`config.mk`:
```
export PLATFORM = sky130hd
export DESIGN_NAME = alsu_pipe
export DESIGN_NICKNAME = d
export VERILOG_FILES = /design/src/rtl/alsu_pkg.sv /design/src/rtl/alsu_seq_mult.sv /design/src/rtl/alsu_pipe.sv
export SDC_FILE = /design/constraint.sdc
export NUM_CORES = 1
export LEC_CHECK = 0
export ABC_AREA = 0
export BUFFER_PORTS_ARGS = -buffer_cell sky130_fd_sc_hd__buf_4
export CAP_MARGIN = 10
export CORE_MARGIN = 4
export CORE_UTILIZATION = 50
export CTS_BUF_LIST = sky130_fd_sc_hd__clkbuf_8
export DETAILED_ROUTE_END_ITERATION = 16
export MAX_ROUTING_LAYER = met4
export PLACE_DENSITY = 0.69
export SLEW_MARGIN = 20
export SYNTH_ARGS = -nofsm -noshare
export SYNTH_HDL_FRONTEND = slang
export SYNTH_SLANG_ARGS = --single-unit
```
`constraint.sdc`:
```
create_clock -name clk -period 4.34 [get_ports clk]
set_input_delay 0.434 -clock clk [delete_from_list [all_inputs] [get_ports clk]]
set_output_delay 0.434 -clock clk [all_outputs]
set_load 0.005 [all_outputs]
```
`src/rtl/alsu_pkg.sv`:
```
// Shared types for the handshaked ALSU: opcode and FSM encodings plus the
// request-legality rule used by the datapath.
package alsu_pkg;

  typedef enum logic [2:0] {
    OP_OR    = 3'd0,
    OP_XOR   = 3'd1,
    OP_ADD   = 3'd2,
    OP_MUL   = 3'd3,
    OP_SHIFT = 3'd4,
    OP_ROT   = 3'd5
  } opcode_e;

  typedef enum logic [1:0] {
    ST_IDLE = 2'd0,
    ST_MUL  = 2'd1,
    ST_HOLD = 2'd2
  } state_e;

  // Reduction selects are only meaningful for the bitwise ops.
  function automatic logic is_invalid(input logic [2:0] op, input logic red_a,
                                      input logic red_b);
    return (op > 3'd5) || ((red_a || red_b) && (op != 3'd0) && (op != 3'd1));
  endfunction

endpackage

```
`src/rtl/alsu_seq_mult.sv`:
```
// Iterative shift-add multiplier: loads on start, busy for WIDTH cycles, and
// presents the final partial sum combinationally while done is high.
module alsu_seq_mult #(
  parameter int WIDTH = 6
) (
  input  logic             clk,
  input  logic             rst,
  input  logic             start,
  input  logic [WIDTH-1:0] a,
  input  logic [WIDTH-1:0] b,
  output logic             done,
  output logic [WIDTH-1:0] product
);
  localparam int CW = $clog2(WIDTH);

  logic [WIDTH-1:0] r_mcand;
  logic [WIDTH-1:0] r_mplier;
  logic [WIDTH-1:0] r_acc;
  logic [CW-1:0]    r_cnt;
  logic             r_busy;

  // Low WIDTH bits of an unsigned shift-add equal the two's-complement product bits.
  assign product = r_acc + (r_mplier[0] ? r_mcand : '0);
  assign done    = r_busy && (r_cnt == CW'(WIDTH - 1));

  always_ff @(posedge clk or posedge rst) begin
    if (rst) begin
      r_mcand  <= '0;
      r_mplier <= '0;
      r_acc    <= '0;
      r_cnt    <= '0;
      r_busy   <= 1'b0;
    end else if (start) begin
      r_mcand  <= a;
      r_mplier <= b;
      r_acc    <= '0;
      r_cnt    <= '0;
      r_busy   <= 1'b1;
    end else if (r_busy) begin
      r_acc    <= product;
      r_mcand  <= r_mcand << 1;
      r_mplier <= r_mplier >> 1;
      r_cnt    <= r_cnt + 1'b1;
      if (done) r_busy <= 1'b0;
    end
  end

endmodule

```
`src/rtl/alsu_pipe.sv`:
```
// Handshaked, width-generic ALSU with iterative multiply and error LEDs.
// Define ALSU_SAT_EN to make ADD saturate on signed overflow instead of wrapping.
module alsu_pipe
  import alsu_pkg::*;
#(
  parameter int    WIDTH          = 6,
  parameter string INPUT_PRIORITY = "A",
  parameter string FULL_ADDER     = "ON",
  parameter int    LED_W          = 16
) (
  input  logic                    clk,
  input  logic                    rst,
  input  logic                    in_valid,
  output logic                    in_ready,
  input  logic signed [WIDTH-1:0] a,
  input  logic signed [WIDTH-1:0] b,
  input  logic                    cin,
  input  logic                    serial_in,
  input  logic                    direction,
  input  logic                    red_op_a,
  input  logic                    red_op_b,
  input  logic                    bypass_a,
  input  logic                    bypass_b,
  input  logic [2:0]              opcode,
  output logic                    out_valid,
  input  logic                    out_ready,
  output logic signed [WIDTH-1:0] out,
  output logic                    err,
  output logic [LED_W-1:0]        leds
);
  localparam bit PRIO_A  = (INPUT_PRIORITY == "A");
  localparam bit USE_CIN = (FULL_ADDER == "ON");

  state_e                  r_state, w_state_nxt;
  logic signed [WIDTH-1:0] r_out, r_last, w_res, w_ld_res;
  logic [WIDTH-1:0]        w_prod, w_red_x;
  logic [LED_W-1:0]        r_leds;
  logic                    r_vld, r_err, w_err, w_mul, w_sel_a;
  logic                    w_accept, w_start, w_mdone, w_load, w_ld_err;

  function automatic logic signed [WIDTH-1:0] add_op(input logic signed [WIDTH-1:0] x,
                                                     input logic signed [WIDTH-1:0] y,
                                                     input logic c);
`ifdef ALSU_SAT_EN
    localparam logic signed [WIDTH+1:0] SAT_MAX = (WIDTH+2)'(2**(WIDTH-1) - 1);
    localparam logic signed [WIDTH+1:0] SAT_MIN = ~SAT_MAX;
    logic signed [WIDTH+1:0] s;
    s = (WIDTH+2)'(x) + (WIDTH+2)'(y) + $signed({{(WIDTH+1){1'b0}}, c});
    if (s > SAT_MAX) return SAT_MAX[WIDTH-1:0];
    if (s < SAT_MIN) return SAT_MIN[WIDTH-1:0];
    return s[WIDTH-1:0];
`else
    return x + y + WIDTH'(c);
`endif
  endfunction

  // Request decode: legality first, then bypass, then the opcode itself.
  always_comb begin
    w_err   = is_invalid(opcode, red_op_a, red_op_b);
    w_mul   = 1'b0;
    w_res   = '0;
    w_sel_a = red_op_a && (!red_op_b || PRIO_A);
    w_red_x = w_sel_a ? a : b;
    if (w_err) begin
      w_res = '0;
    end else if (bypass_a || bypass_b) begin
      w_res = (bypass_a && (!bypass_b || PRIO_A)) ? a : b;
    end else begin
      case (opcode)
        OP_OR:    w_res = (red_op_a || red_op_b) ? WIDTH'(|w_red_x) : (a | b);
        OP_XOR:   w_res = (red_op_a || red_op_b) ? WIDTH'(^w_red_x) : (a ^ b);
        OP_ADD:   w_res = add_op(a, b, USE_CIN & cin);
        OP_MUL:   w_mul = 1'b1;
        OP_SHIFT: w_res = direction ? {r_last[WIDTH-2:0], serial_in}
                                    : {serial_in, r_last[WIDTH-1:1]};
        OP_ROT:   w_res = direction ? {r_last[WIDTH-2:0], r_last[WIDTH-1]}
                                    : {r_last[0], r_last[WIDTH-1:1]};
        default:  w_res = '0;
      endcase
    end
  end

  assign in_ready = !rst && (r_state == ST_IDLE) && (!r_vld || out_ready);
  assign w_accept = in_valid && in_ready;
  assign w_start  = w_accept && w_mul;
  assign w_load   = (w_accept && !w_mul) || ((r_state == ST_MUL) && w_mdone);
  assign w_ld_res = (r_state == ST_MUL) ? w_prod : w_res;
  assign w_ld_err = (r_state != ST_MUL) && w_err;

  alsu_seq_mult #(.WIDTH(WIDTH)) u_mult (
    .clk     (clk),
    .rst     (rst),
    .start   (w_start),
    .a       (a),
    .b       (b),
    .done    (w_mdone),
    .product (w_prod)
  );

  always_comb begin
    w_state_nxt = r_state;
    case (r_state)
      ST_IDLE: begin
        if (w_start)                w_state_nxt = ST_MUL;
        else if (r_vld && !out_ready) w_state_nxt = ST_HOLD;
      end
      ST_MUL:  if (w_mdone)   w_state_nxt = ST_IDLE;
      ST_HOLD: if (out_ready) w_state_nxt = ST_IDLE;
      default: w_state_nxt = ST_IDLE;
    endcase
  end

  // Result stage: a new result may replace the consumed one on the same edge.
  always_ff @(posedge clk or posedge rst) begin
    if (rst) begin
      r_state <= ST_IDLE;
      r_vld   <= 1'b0;
      r_err   <= 1'b0;
      r_out   <= '0;
      r_last  <= '0;
      r_leds  <= '0;
    end else begin
      r_state <= w_state_nxt;
      if (w_load) begin
        r_vld <= 1'b1;
        r_err <= w_ld_err;
        r_out <= w_ld_res;
        if (w_ld_err) begin
          r_leds <= ~r_leds;
        end else begin
          r_leds <= '0;
          r_last <= w_ld_res;
        end
      end else if (out_ready) begin
        r_vld <= 1'b0;
      end
    end
  end

  assign out_valid = r_vld;
  assign out       = r_out;
  assign err       = r_err;
  assign leds      = r_leds;

endmodule

```
==> summary.md <==
| Metric | Value |
|---|---|
| Final Setup Violations | `0` |
| Antenna cells | `0` |
| Postcts setup bufs | `0` |
| CP Depth | `5` |
| CTS resizes | `0` |
| Core area | `6790 um2` |
| Fillcell total | `just over 600` |
| Unrepaired setup endpoints after global routing | `no` |
| Crit Path Max Fanout | `28` |
| Worst-path cell chain | `nand3_1 -> or2_0 -> a21boi_4 -> nor3_1 -> a221o_1` |
| RR Startpoint | `u_mult.r_busy` |
| Multi-input logic area | `roughly 2000 um2` |
| Final net count | `469` |
| Leak Pwr | `0.00193 uW` |
| Power Dens Cells | `421 nW/um2` |
| Clk slew on worst S/H paths | `around 0.10 ns` |
| DRC Markers | `0` |
| Run status | `finished clean` |
| Setup crit start | `u_mult.r_busy` |
| Mux cell area share after synthesis | `~8%` |
| Floorplan row count | `30` |
| Syn nets | `426` |
| Num ports | `51` |
| Mean post-synth cell area | `9.27 um2` |
| H-tree depth | `2` |
| Routed len/inst | `between 15 and 20 um` |
| Final worst slack | `approximately 1.9 ns` |
| Port buffer count | `50` |
| Largest net degree at the start of global routing | `35` |
| Simple-gate share of the synthesized area | `19.1%` |
| Register area | `1350 um2` |
| Mapped Cells | `377` |
| CTS tree | `done` |
| R2R cell count | `5` |
| Slew HR | `37.8%` |
| Starting Density | `between 50% and 60%` |
| Max-slew violations | `0` |
| First-pass GRT wire length | `14.4 mm` |
| Worst Skew | `0.00682 ns` |
| Slew of the pin with the lowest slew margin | `between 0.9 and 1 ns` |
| Top FF cell, synth | `dfrtp_1` |
| Die area | `8390 um2` |
| Adder-cell share of the synthesized area | `8.88%` |
| Critical Path RT | `~4.5 ns` |
| Buffers & Inverters on Critical Path | `0` |
| Max-Cap Viols | `0` |
| Yosys top cell area share | `38.7%` |
| RR Endpoint | `r_last[2]` |
| Distinct cells, synth | `64` |
| Peak VDD IR | `0.278 mV` |
| CTS sink cnt | `54` |
| EDFF count, synth | `0` |
| Bufs on Longest Clock Path | `2` |
| Largest family of logic cells by synthesized area | `simple AND/OR/NAND/NOR gates` |
| Chip height | `91.6 um` |
| Post-synthesis sequential area ratio | `38.7%` |
| Routed vias/inst | `5.67` |
| Crit path to | `r_last[2]` |
| Synth Cell Area | `3500 um2` |
| Leading post-synthesis cells by cell area | `dfrtp_1 39%, ha_1 7.2%, mux2i_1 7.2%` |
| Pre-CTS setup slack | `1.87 ns` |
| Clock Latency Late Sink | `0.31 ns` |
| Die X | `just over 90 um` |
| Worst hold path class | `primary input to async pin` |
| Cts hold-fix bufs | `0` |
| Initial antenna violation count | `0` |
| Final worst-path cycle share | `56.7%` |
| Yosys reg bits | `54` |
| Warnings, synthesis | `0` |
| Final ANT Viol Nets | `0` |
| Post-DP HPWL | `6.64 mm` |
| Final WL | `8.63 mm` |
| GRT busiest layer | `met2` |
| Met1 GRT Util | `approximately 28%` |
| TritonCTS buffer count | `5` |
| Crit path DAT | `2.67 ns` |
| Tot GR Track Use | `21.7%` |
| Vias | `2931` |
| Clock Tree Root | `clkbuf_8` |
| Vias in the first global route | `a little under 3000` |
| Max incr delay on CP | `about 0.74 ns` |
| Routing usage on met2 | `36.3%` |
| Final count of hold timing violations | `0` |
| Xor/xnor share of the synthesized area | `between 2 and 2.5%` |
| Gr ovfl total | `0` |
| Slowest CP cell | `dfrtp_1` |
| Pre-Repair DR Iteration Count | `4` |
| Upper clock frequency limit | `406 MHz` |
| Worst path top cell family by delay | `compound AO/OA/AOI/OAI gates` |
| Element type at the critical path start | `flop` |
| Area delta synth->final | `15.5%` |
| Async SR Flop Fraction | `100%` |
| CP Capture Type | `flop` |
| GPL Wtd Cong | `a little over 0.9` |
| Crit path kind | `flop to flop` |
| R2R Setup Slk | `approximately 1.9 ns` |
| Met3 GRT Util | `3.20%` |
| Post-route minimum period | `2.46 ns` |
| Synth Area in Compound Gates | `a little under a fifth` |
| Post-Route Setup TNS | `0 ns` |
| Drt first-iter violations | `165` |
| Share of layout cells above drive strength 1 | `16.9%` |
| Yosys top cell by area | `dfrtp_1` |
## state kept, by name, indices dropped and copies added (netlist names)
signal / count
r_last: 6
out_valid: 1
u_mult.r_busy: 1
u_mult.r_mplier: 6
out: 6
u_mult.r_acc: 6
leds: 16
u_mult.r_cnt: 3
r_state: 2
u_mult.r_mcand: 6
err: 1
## kinds of logic (layout without fill, tap and decap cells)
logic type      Yosys count  in the layout
xor+xnor                  8              8
buf+inv                  32             76
fa+ha+maj                23             23
mux                      28             28
compound gates           99             99
simple gates            133            133
flops                    54             54
## stage by stage
step / instances / util (%) / instance area [um2] / hold slack (ns) / power (uW)
after floorplan: 377 / - / 3500 / 0.465 / 1100
after global placement: 509 / 57.7 / 3920 / 0.464 / 1350
after detailed placement: 509 / 57.7 / 3920 / 0.471 / 1360
after CTS: 517 / 59.4 / 4040 / 0.129 / 1720
after global routing: 517 / 59.4 / 4040 / 0.139 / 1830
final: 517 / 59.4 / 4040 / 0.123 / 1700
## per-layer routing
layer	part of all wire [%]	routed length, um
met1	47	4030
met2	48	4180
met3	3.9	340
met4	0.88	76
met5	0	0
## layout make-up
class	instances	area share (%)
Multi-Input combinational cell	291	49.5
Timing Repair Buffer	52	9.67
Clock inverter	3	1.21
Inverter	16	1.49
Tap cell	96	2.97
Sequential cell	54	33.5
Clock buffer	5	1.70
## layout by cell type (no fill, tap or decap), types with 4 or more instances in the layout
cell and count:
ha_1 20, a21o_1 6, o21ai_0 36, a211oi_1 7
o31ai_1 5, a21oi_1 11, nor3_1 5, nand2_1 55
o211ai_1 5, nor2_1 24, mux2i_1 25, clkbuf_8 5
o21ai_1 5, dfrtp_1 54, nand3_1 10, inv_1 15
xnor2_1 5, and2_1 8, nand2b_1 4, buf_4 52
## synthesized netlist by cell type (all sizes together) (2+ instances only)
library cell,n
inv,16
nand3b,2
fa,3
dfrtp,54
nand3,10
o32ai,2
a211oi,7
o211ai,5
mux2,3
nand2b,5
a22oi,3
nand2,55
or3,3
nor3,6
o21a,2
and4,2
a221o,2
a31oi,3
a21oi,11
nor3b,2
nor2b,3
o21ai,41
or4,2
ha,20
o31ai,5
buf,11
a21o,6
clkbuf,5
o221ai,2
mux2i,25
xor2,2
nor2,25
xnor2,5
and2,8
## worst min path at each step
stage                    from   endpoint  slack, ns  depth (start not counted)
finish                    rst   leds[11]       0.12                          2
floorplan           r_last[4]  r_last[4]       0.47                          2
global placement          err        err       0.46                          2
CTS                       rst   leds[15]       0.13                          2
global route              rst   leds[13]       0.14                          2
detailed placement    leds[2]    leds[2]       0.47                          1
## power by group
part / internal (uW) / total, uW / switching (uW)
sequential: 659 / 798 / 139
combinational: 292 / 552 / 260
clock: 176 / 350 / 174
Note: power is estimated with default switching activity, not from simulation.
